## config.mk

```make
export PLATFORM = sky130hd
export DESIGN_NAME = alu_mc
export DESIGN_NICKNAME = d
export VERILOG_FILES = /design/src/rtl/alu_mc.sv
export SDC_FILE = /design/constraint.sdc
export NUM_CORES = 2
export LEC_CHECK = 0
export ABC_CLOCK_PERIOD_IN_PS = 7700
export BUFFER_PORTS_ARGS = -buffer_cell sky130_fd_sc_hd__buf_2
export CAP_MARGIN = 5
export CELL_PAD_IN_SITES_DETAIL_PLACEMENT = 0
export CELL_PAD_IN_SITES_GLOBAL_PLACEMENT = 1
export CORE_ASPECT_RATIO = 1.25
export CORE_MARGIN = 3
export CORE_UTILIZATION = 46
export DETAILED_ROUTE_END_ITERATION = 10
export GPL_ROUTABILITY_DRIVEN = 0
export PLACE_DENSITY_LB_ADDON = 0.1
export SYNTH_ARGS = -nofsm -noshare
export SYNTH_HDL_FRONTEND = slang
export SYNTH_SLANG_ARGS = --single-unit
```

## constraint.sdc

```tcl
create_clock -name clk -period 7.7 [get_ports clk]
set_input_delay 0.77 -clock clk [delete_from_list [all_inputs] [get_ports clk]]
set_output_delay 0.77 -clock clk [all_outputs]
set_load 0.01 [all_outputs]
```

## src/rtl/alu_mc.sv

```systemverilog
// alu_mc: multi-cycle ALU. Logic/arith/shift ops finish in one cycle, multiply
// in two, and unsigned divide/remainder run a WIDTH-step restoring divider.
module alu_mc #(
    parameter int unsigned WIDTH = 32,
    parameter int unsigned SHW   = $clog2(WIDTH)
) (
    input  logic             clk,
    input  logic             resetn,
    input  logic             start,
    input  logic [7:0]       op,
    input  logic [WIDTH-1:0] a,
    input  logic [WIDTH-1:0] b,
    input  logic             carry_in,
    output logic [WIDTH-1:0] c,
    output logic             carry_out,
    output logic             is_zero,
    output logic             is_negative,
    output logic             div_by_zero,
    output logic             busy,
    output logic             valid
);

    localparam int unsigned       CW       = $clog2(WIDTH);
    localparam logic [CW-1:0]     CntLast  = CW'(WIDTH - 1);
    localparam logic [WIDTH-1:0]  One      = WIDTH'(1);
    localparam logic [WIDTH-1:0]  HalfMask = WIDTH'({(WIDTH/2){1'b1}});

    localparam logic [4:0] OpAdd = 5'd0,  OpAdc = 5'd1,  OpSub = 5'd2,  OpSbc = 5'd3;
    localparam logic [4:0] OpOr  = 5'd4,  OpAnd = 5'd5,  OpNot = 5'd6,  OpXor = 5'd7;
    localparam logic [4:0] OpCmp = 5'd8,  OpPass = 5'd9, OpShl = 5'd12, OpShr1 = 5'd13;
    localparam logic [4:0] OpSar = 5'd14, OpMulHalf = 5'd16, OpMulLo = 5'd17;
    localparam logic [4:0] OpMulHi = 5'd18, OpUdiv = 5'd20, OpUrem = 5'd21;

    typedef enum logic [1:0] {StIdle, StMul, StDiv} state_e;

    state_e             state_q, state_d;
    logic [WIDTH-1:0]   c_q, c_d;
    logic               carry_q, carry_d, zero_q, zero_d, neg_q, neg_d;
    logic               dbz_q, dbz_d, busy_q, busy_d, valid_q, valid_d;
    // a_q doubles as the dividend/quotient shift register during a divide
    logic [WIDTH-1:0]   a_q, a_d, b_q, b_d, rem_q, rem_d;
    logic [CW-1:0]      cnt_q, cnt_d;
    logic [4:0]         sel_q, sel_d;

    logic [4:0]         opc;
    logic               accept, is_mul, is_div;
    logic [SHW-1:0]     shamt;
    logic [WIDTH:0]     sum, diff;
    logic [WIDTH-1:0]   sc_res;
    logic               sc_carry;
    logic [2*WIDTH-1:0] prod;
    logic [WIDTH-1:0]   mul_res;
    logic [WIDTH:0]     trial, trial_sub;
    logic               ge;
    logic [WIDTH-1:0]   rem_n, quo_n;
    logic               unused_bits;

    assign opc         = op[4:0];
    assign accept      = start && (state_q == StIdle);
    assign is_mul      = (opc == OpMulHalf) || (opc == OpMulLo) || (opc == OpMulHi);
    assign is_div      = (opc == OpUdiv) || (opc == OpUrem);
    assign shamt       = b[SHW-1:0];
    assign unused_bits = ^{op[7:5], trial_sub[WIDTH]};

    // Single-cycle result computed straight from the input operands
    always_comb begin
        sum      = {1'b0, a} + {1'b0, b} + {{WIDTH{1'b0}}, (opc == OpAdc) && carry_in};
        diff     = {1'b0, a} - {1'b0, b} - {{WIDTH{1'b0}}, (opc == OpSbc) && carry_in};
        sc_res   = '0;
        sc_carry = 1'b0;
        case (opc)
            OpAdd, OpAdc: begin sc_res = sum[WIDTH-1:0];  sc_carry = sum[WIDTH];  end
            OpSub, OpSbc: begin sc_res = diff[WIDTH-1:0]; sc_carry = diff[WIDTH]; end
            OpOr:   sc_res = a | b;
            OpAnd:  sc_res = a & b;
            OpNot:  sc_res = ~a;
            OpXor:  sc_res = a ^ b;
            OpCmp:  sc_res = diff[WIDTH-1] ? '1 : ((a == b) ? '0 : One);
            OpPass: sc_res = a;
            OpShl:  sc_res = a << shamt;
            OpShr1: begin sc_res = {1'b0, a[WIDTH-1:1]}; sc_carry = a[0]; end
            OpSar:  sc_res = $signed(a) >>> shamt;
            default: ;
        endcase
    end

    // Multiplier on latched operands and one restoring-division step
    always_comb begin
        prod      = {{WIDTH{1'b0}}, a_q} * {{WIDTH{1'b0}}, b_q};
        mul_res   = (sel_q == OpMulHi) ? prod[2*WIDTH-1:WIDTH] : prod[WIDTH-1:0];
        trial     = {rem_q, a_q[WIDTH-1]};
        trial_sub = trial - {1'b0, b_q};
        ge        = trial >= {1'b0, b_q};
        rem_n     = ge ? trial_sub[WIDTH-1:0] : trial[WIDTH-1:0];
        quo_n     = {a_q[WIDTH-2:0], ge};
    end

    // State register
    always_ff @(posedge clk or negedge resetn) begin
        if (!resetn) state_q <= StIdle;
        else         state_q <= state_d;
    end

    // Next-state logic
    always_comb begin
        state_d = state_q;
        unique case (state_q)
            StIdle: if (accept) begin
                if (is_mul)      state_d = StMul;
                else if (is_div) state_d = StDiv;
            end
            StMul:  state_d = StIdle;
            StDiv:  if (cnt_q == CntLast) state_d = StIdle;
            default: state_d = StIdle;
        endcase
    end

    // Output and datapath next values; results and flags move only with valid
    always_comb begin
        c_d     = c_q;
        carry_d = carry_q;
        dbz_d   = dbz_q;
        valid_d = 1'b0;
        busy_d  = 1'b0;
        a_d     = a_q;
        b_d     = b_q;
        rem_d   = rem_q;
        cnt_d   = cnt_q;
        sel_d   = sel_q;
        unique case (state_q)
            StIdle: if (accept) begin
                sel_d = opc;
                a_d   = a;
                b_d   = b;
                rem_d = '0;
                cnt_d = '0;
                if (opc == OpMulHalf) begin
                    a_d = a & HalfMask;
                    b_d = b & HalfMask;
                end
                if (!is_mul && !is_div) begin
                    c_d     = sc_res;
                    carry_d = sc_carry;
                    dbz_d   = 1'b0;
                    valid_d = 1'b1;
                end
            end
            StMul: begin
                c_d     = mul_res;
                carry_d = 1'b0;
                dbz_d   = 1'b0;
                valid_d = 1'b1;
            end
            StDiv: begin
                a_d    = quo_n;
                rem_d  = rem_n;
                cnt_d  = cnt_q + CW'(1);
                // busy drops in the same edge that raises valid
                busy_d = (cnt_q != CntLast);
                if (cnt_q == CntLast) begin
                    // b=0 naturally yields all-ones quotient and remainder a
                    c_d     = (sel_q == OpUrem) ? rem_n : quo_n;
                    carry_d = 1'b0;
                    dbz_d   = (b_q == '0);
                    valid_d = 1'b1;
                    cnt_d   = '0;
                end
            end
            default: ;
        endcase
        zero_d = valid_d ? (c_d == '0) : zero_q;
        neg_d  = valid_d ? c_d[WIDTH-1] : neg_q;
    end

    // Datapath and output registers
    always_ff @(posedge clk or negedge resetn) begin
        if (!resetn) begin
            c_q     <= '0;
            carry_q <= 1'b0;
            zero_q  <= 1'b0;
            neg_q   <= 1'b0;
            dbz_q   <= 1'b0;
            busy_q  <= 1'b0;
            valid_q <= 1'b0;
            a_q     <= '0;
            b_q     <= '0;
            rem_q   <= '0;
            cnt_q   <= '0;
            sel_q   <= '0;
        end else begin
            c_q     <= c_d;
            carry_q <= carry_d;
            zero_q  <= zero_d;
            neg_q   <= neg_d;
            dbz_q   <= dbz_d;
            busy_q  <= busy_d;
            valid_q <= valid_d;
            a_q     <= a_d;
            b_q     <= b_d;
            rem_q   <= rem_d;
            cnt_q   <= cnt_d;
            sel_q   <= sel_d;
        end
    end

    assign c           = c_q;
    assign carry_out   = carry_q;
    assign is_zero     = zero_q;
    assign is_negative = neg_q;
    assign div_by_zero = dbz_q;
    assign busy        = busy_q;
    assign valid       = valid_q;

endmodule

```

==> metrics.txt <==
# TYPE chip_impl_metric gauge
chip_impl_metric{name="count_of_flip_flops_with_a_built_in_enable_after_synthesis",unit=""} 0
chip_impl_metric{name="drcViolationCount",unit=""} 0
chip_impl_info{name="cts_root_buffer",value="sky130_fd_sc_hd__clkbuf_16"} 1
chip_impl_metric{name="antenna_left",unit=""} 0
chip_impl_info{name="post-synth-top-area-cell",value="sky130_fd_sc_hd__fa_1"} 1
chip_impl_metric{name="half_perimeter_wire_length_after_placement",unit="µm"} 188000
chip_impl_metric{name="core-area",unit="mm²"} 0.117
chip_impl_metric{name="critPathRequiredTime",unit="ns"} 8.12
chip_impl_metric{name="synth_largest_type_area_fraction",unit=""} 0.332
chip_impl_metric{name="yosysUniqueCellTypes",unit=""} 103
chip_impl_metric{name="synthesis.yosys.warnings",unit=""} 0
chip_impl_metric{name="ioPinCount",unit=""} 114
chip_impl_metric{name="cts-htree-levels",unit=""} 4
chip_impl_info{name="timing.critical_path.slowest_stage_cell",value="sky130_fd_sc_hd__fa_1"} 1
chip_impl_info{name="critPathLaunchType",value="flop"} 1
chip_impl_metric{name="die_h",unit="µm"} 390
chip_impl_info{name="critPathCaptureType",value="flop"} 1
chip_impl_metric{name="cts_made_buffers",unit=""} 17
chip_impl_metric{name="placement_rows",unit=""} 140
chip_impl_info{name="hold_path_class",value="in2async"} 1
chip_impl_info{name="setup_crit_path_kind",value="reg2reg"} 1
chip_impl_metric{name="synth_fp_nets",unit=""} 7945
chip_impl_metric{name="critPathMaxFanout",unit=""} 19
chip_impl_metric{name="wl_met2",unit="µm"} 104000
chip_impl_metric{name="total_overflow_reported_by_the_global_router",unit=""} 0
chip_impl_metric{name="max_cap_viol_count",unit=""} 3
chip_impl_metric{name="fin_ws",unit="ns"} -0.879
chip_impl_metric{name="avgViaCountPerCell",unit=""} 6.09
chip_impl_metric{name="synth_async_sr_flop_share",unit=""} 1.00
chip_impl_metric{name="holdWs",unit="ns"} 0.340
chip_impl_metric{name="clk_pin_slew_worst_paths",unit="ns"} 0.08
chip_impl_metric{name="layout.nets",unit=""} 8276
chip_impl_metric{name="area.growth.synth_to_final",unit="%"} 15.8
chip_impl_metric{name="worst_skew_pair.late_latency",unit="ns"} 0.53
chip_impl_info{name="ys_dominant_reg_cell",value="sky130_fd_sc_hd__dfrtp_1"} 1
chip_impl_metric{name="slew_viol_final",unit=""} 6
chip_impl_metric{name="final.setup_skew",unit="ns"} 0.0353
chip_impl_metric{name="relSlewSlack",unit=""} -0.0257
chip_impl_metric{name="tritoncts_num_sinks",unit=""} 146
chip_impl_metric{name="final_min_period_over_clock_period",unit=""} 1.11
chip_impl_metric{name="place.detailed.instances",unit=""} 8359
chip_impl_metric{name="seq_area_frac_synth",unit=""} 0.0672
chip_impl_metric{name="routed_wl",unit="µm"} 234000
chip_impl_metric{name="clock.fmax",unit="MHz"} 117
chip_impl_metric{name="worst-slew-pin-transition",unit="ns"} 1.53
chip_impl_info{name="crit_top_cell",value="sky130_fd_sc_hd__fa_1"} 1
chip_impl_metric{name="final.setup.tns",unit="ns"} -1.91
chip_impl_info{name="route.top_layer_used",value="met5"} 1
chip_impl_metric{name="global_route.usage.total",unit=""} 0.381
chip_impl_metric{name="hold_viol_final",unit=""} 0
chip_impl_metric{name="synthCells",unit=""} 6539
chip_impl_metric{name="cts_max_path_buffers",unit=""} 2
chip_impl_info{name="yosys-top-cells-area",value="sky130_fd_sc_hd__fa_1 (33%), sky130_fd_sc_hd__ha_1 (9.9%), sky130_fd_sc_hd__inv_1 (7.1%)"} 1
chip_impl_metric{name="dp_worst_setup_slack",unit="ns"} -0.912
chip_impl_metric{name="vias_in_the_first_global_route",unit=""} 52600
chip_impl_metric{name="post_layout_nonfiller_instances",unit=""} 8461
chip_impl_metric{name="initial_core_util",unit=""} 0.465
chip_impl_metric{name="drt-wirelength-per-cell",unit="µm"} 27.7
chip_impl_metric{name="synthesis.area",unit="mm²"} 0.0544
chip_impl_metric{name="dieWidth",unit="µm"} 314
chip_impl_info{name="failed_checks",value="capacitance limit, slew limit, setup timing"} 1
chip_impl_metric{name="wire_length_of_the_first_global_routing_pass",unit="µm"} 346000
chip_impl_metric{name="met1Wirelength",unit="µm"} 89100
chip_impl_metric{name="syn-mean-instance-area",unit="µm²"} 8.32
chip_impl_metric{name="critPathMaxStageDelay",unit="ns"} 0.57
chip_impl_metric{name="setup_viol",unit=""} 11
chip_impl_metric{name="routed_vias",unit=""} 51500
chip_impl_metric{name="layout_min_cycle_time",unit="ns"} 8.58
chip_impl_metric{name="register_bit_total_from_synthesis",unit=""} 146
chip_impl_metric{name="detail_route.first_pass.iterations",unit=""} 9
chip_impl_metric{name="io_buffer_count",unit=""} 110
chip_impl_metric{name="drive_above_1_share",unit=""} 0.166
chip_impl_metric{name="design.die.area",unit="mm²"} 0.122
chip_impl_metric{name="largest_net_degree_at_the_start_of_global_routing",unit=""} 87
chip_impl_info{name="clock_tree_from_tritoncts",value="built"} 1
chip_impl_info{name="rsz0062_at_grt",value="true"} 1
chip_impl_metric{name="antenna_violations_before_repair",unit=""} 26
chip_impl_metric{name="critical_path_data_arrival_time",unit="ns"} 9.00
chip_impl_metric{name="detail_route.iter0.violations",unit=""} 5670
chip_impl_metric{name="dr_wl_met3",unit="µm"} 22100
chip_impl_info{name="outcome",value="complete, but fails checks"} 1
[kinds of logic after synthesis]
kind of cell,Yosys count,share of synthesized area
compound gates,1161,0.143
xor+xnor,99,0.0159
fa+ha+maj,1330,0.430
buf+inv,1495,0.105
flops,146,0.0672
mux,172,0.0421
simple gates,2136,0.196
[flip-flops by register name (all words and copies together), names as in the netlist]
name,count
a_q,32
sel_q,5
c,32
is_zero,1
busy,1
valid,1
b_q,32
div_by_zero,1
state_q,2
cnt_q,5
rem_q,32
carry_out,1
is_negative,1
[cell usage after synthesis, types with 18 or more instances]
cell	number
sky130_fd_sc_hd__dfrtp_1	146
sky130_fd_sc_hd__fa_1	901
sky130_fd_sc_hd__nand4_1	90
sky130_fd_sc_hd__clkbuf_1	399
sky130_fd_sc_hd__nor2_1	246
sky130_fd_sc_hd__buf_1	19
sky130_fd_sc_hd__o21a_1	29
sky130_fd_sc_hd__a22oi_1	52
sky130_fd_sc_hd__a31oi_1	43
sky130_fd_sc_hd__mux2_2	21
sky130_fd_sc_hd__a221oi_1	37
sky130_fd_sc_hd__inv_1	1023
sky130_fd_sc_hd__nand3_1	72
sky130_fd_sc_hd__a21o_1	68
sky130_fd_sc_hd__and3_1	38
sky130_fd_sc_hd__a21oi_1	269
sky130_fd_sc_hd__mux4_2	43
sky130_fd_sc_hd__and2_1	596
sky130_fd_sc_hd__o22ai_1	18
sky130_fd_sc_hd__o21ai_0	270
sky130_fd_sc_hd__a22o_1	32
sky130_fd_sc_hd__nand2_1	838
sky130_fd_sc_hd__nor3_1	69
sky130_fd_sc_hd__xnor2_1	62
sky130_fd_sc_hd__o211ai_1	54
sky130_fd_sc_hd__xor2_1	37
sky130_fd_sc_hd__mux2i_1	107
sky130_fd_sc_hd__or3_1	29
sky130_fd_sc_hd__a211oi_1	36
sky130_fd_sc_hd__buf_2	32
sky130_fd_sc_hd__ha_1	429
sky130_fd_sc_hd__nor2b_1	21
sky130_fd_sc_hd__a2111oi_0	21
sky130_fd_sc_hd__nand2b_1	23
sky130_fd_sc_hd__nor4_1	34
[timing repair]
item | 4_1_cts | 5_1_grt
setup buffers | 17 | 34
hold buffers | 0 | 0
endpoints found under the setup margin | 15 | 25
cloned | 1 | 6
hold endpoints to repair | 0 | 0
pin swaps | 30 | 87
gates resized for setup | 95 | 131
[worst paths after layout]
| kind | slack, ns | end | start | depth (start not counted) |
|---|---|---|---|---|
| setup / recovery | -0.88 | is_zero | a_q[23] | 27 |
| hold / removal | 0.34 | rem_q[31] | resetn | 1 |
| setup reg to reg | -0.88 | is_zero | a_q[23] | 27 |
| hold reg to reg | 0.49 | cnt_q[3] | cnt_q[3] | 1 |
| max in group asynchronous | 5.61 | a_q[5] | resetn | 2 |
| min in group clk | 0.49 | cnt_q[3] | cnt_q[3] | 1 |
[worst max-delay path: cells and delay by family, from the launching register on]
kind                       cells  cell delay, ns
and+or+nand+nor                5            1.60
buffers and inverters          5            0.55
DFF                            1            0.42
muxes                          1            0.14
adders and majority gates      9            4.15
AOI/OAI and AO/OA              7            1.64
[layout make-up]
class	instances	area [µm²]
clock buffer	17	425
inverter	1029	3860
timing repair buffer	778	6740
antenna	16	40.0
multi-input combinational	4898	46100
tap	1562	1950
clock inverter	15	165
sequential	146	3670
fill	11200	54100
[routing by layer]
layer,up-vias,track usage
met4,18,0.238
met3,905,0.0974
met1,25900,0.473
met2,2733,0.595
met5,-,0
li1,22000,-
[through the flow]
step / utilization / instance area (µm²)
finish: 0.538 / 62900
global route: 0.538 / 62900
CTS: 0.530 / 62000
detailed placement: 0.519 / 60800
global placement: 0.519 / 60800
floorplan: - / 55000
[layout by cell type (no fill, tap or decap), types with 29 or more instances in the layout]
master	n
sky130_fd_sc_hd__ha_1	407
sky130_fd_sc_hd__nand2_1	833
sky130_fd_sc_hd__buf_2	108
sky130_fd_sc_hd__and3_1	35
sky130_fd_sc_hd__a22oi_1	52
sky130_fd_sc_hd__mux2i_1	105
sky130_fd_sc_hd__o21a_1	29
sky130_fd_sc_hd__a21o_1	67
sky130_fd_sc_hd__fa_2	36
sky130_fd_sc_hd__nor4_1	30
sky130_fd_sc_hd__a221oi_1	34
sky130_fd_sc_hd__nand3_1	69
sky130_fd_sc_hd__nor2_1	237
sky130_fd_sc_hd__o21ai_0	254
sky130_fd_sc_hd__buf_12	76
sky130_fd_sc_hd__fa_1	865
sky130_fd_sc_hd__dfrtp_1	134
sky130_fd_sc_hd__xor2_1	37
sky130_fd_sc_hd__a22o_1	32
sky130_fd_sc_hd__inv_1	1010
sky130_fd_sc_hd__nor3_1	63
sky130_fd_sc_hd__buf_4	562
sky130_fd_sc_hd__a21oi_1	247
sky130_fd_sc_hd__xnor2_1	58
sky130_fd_sc_hd__nand4_1	90
sky130_fd_sc_hd__a211oi_1	31
sky130_fd_sc_hd__a31oi_1	37
sky130_fd_sc_hd__mux4_2	43
sky130_fd_sc_hd__o211ai_1	54
sky130_fd_sc_hd__and2_1	576
Power is left out: the tool's default activity adds up to more than one toggle a clock period on the data nets, which glitch-free logic cannot reach.
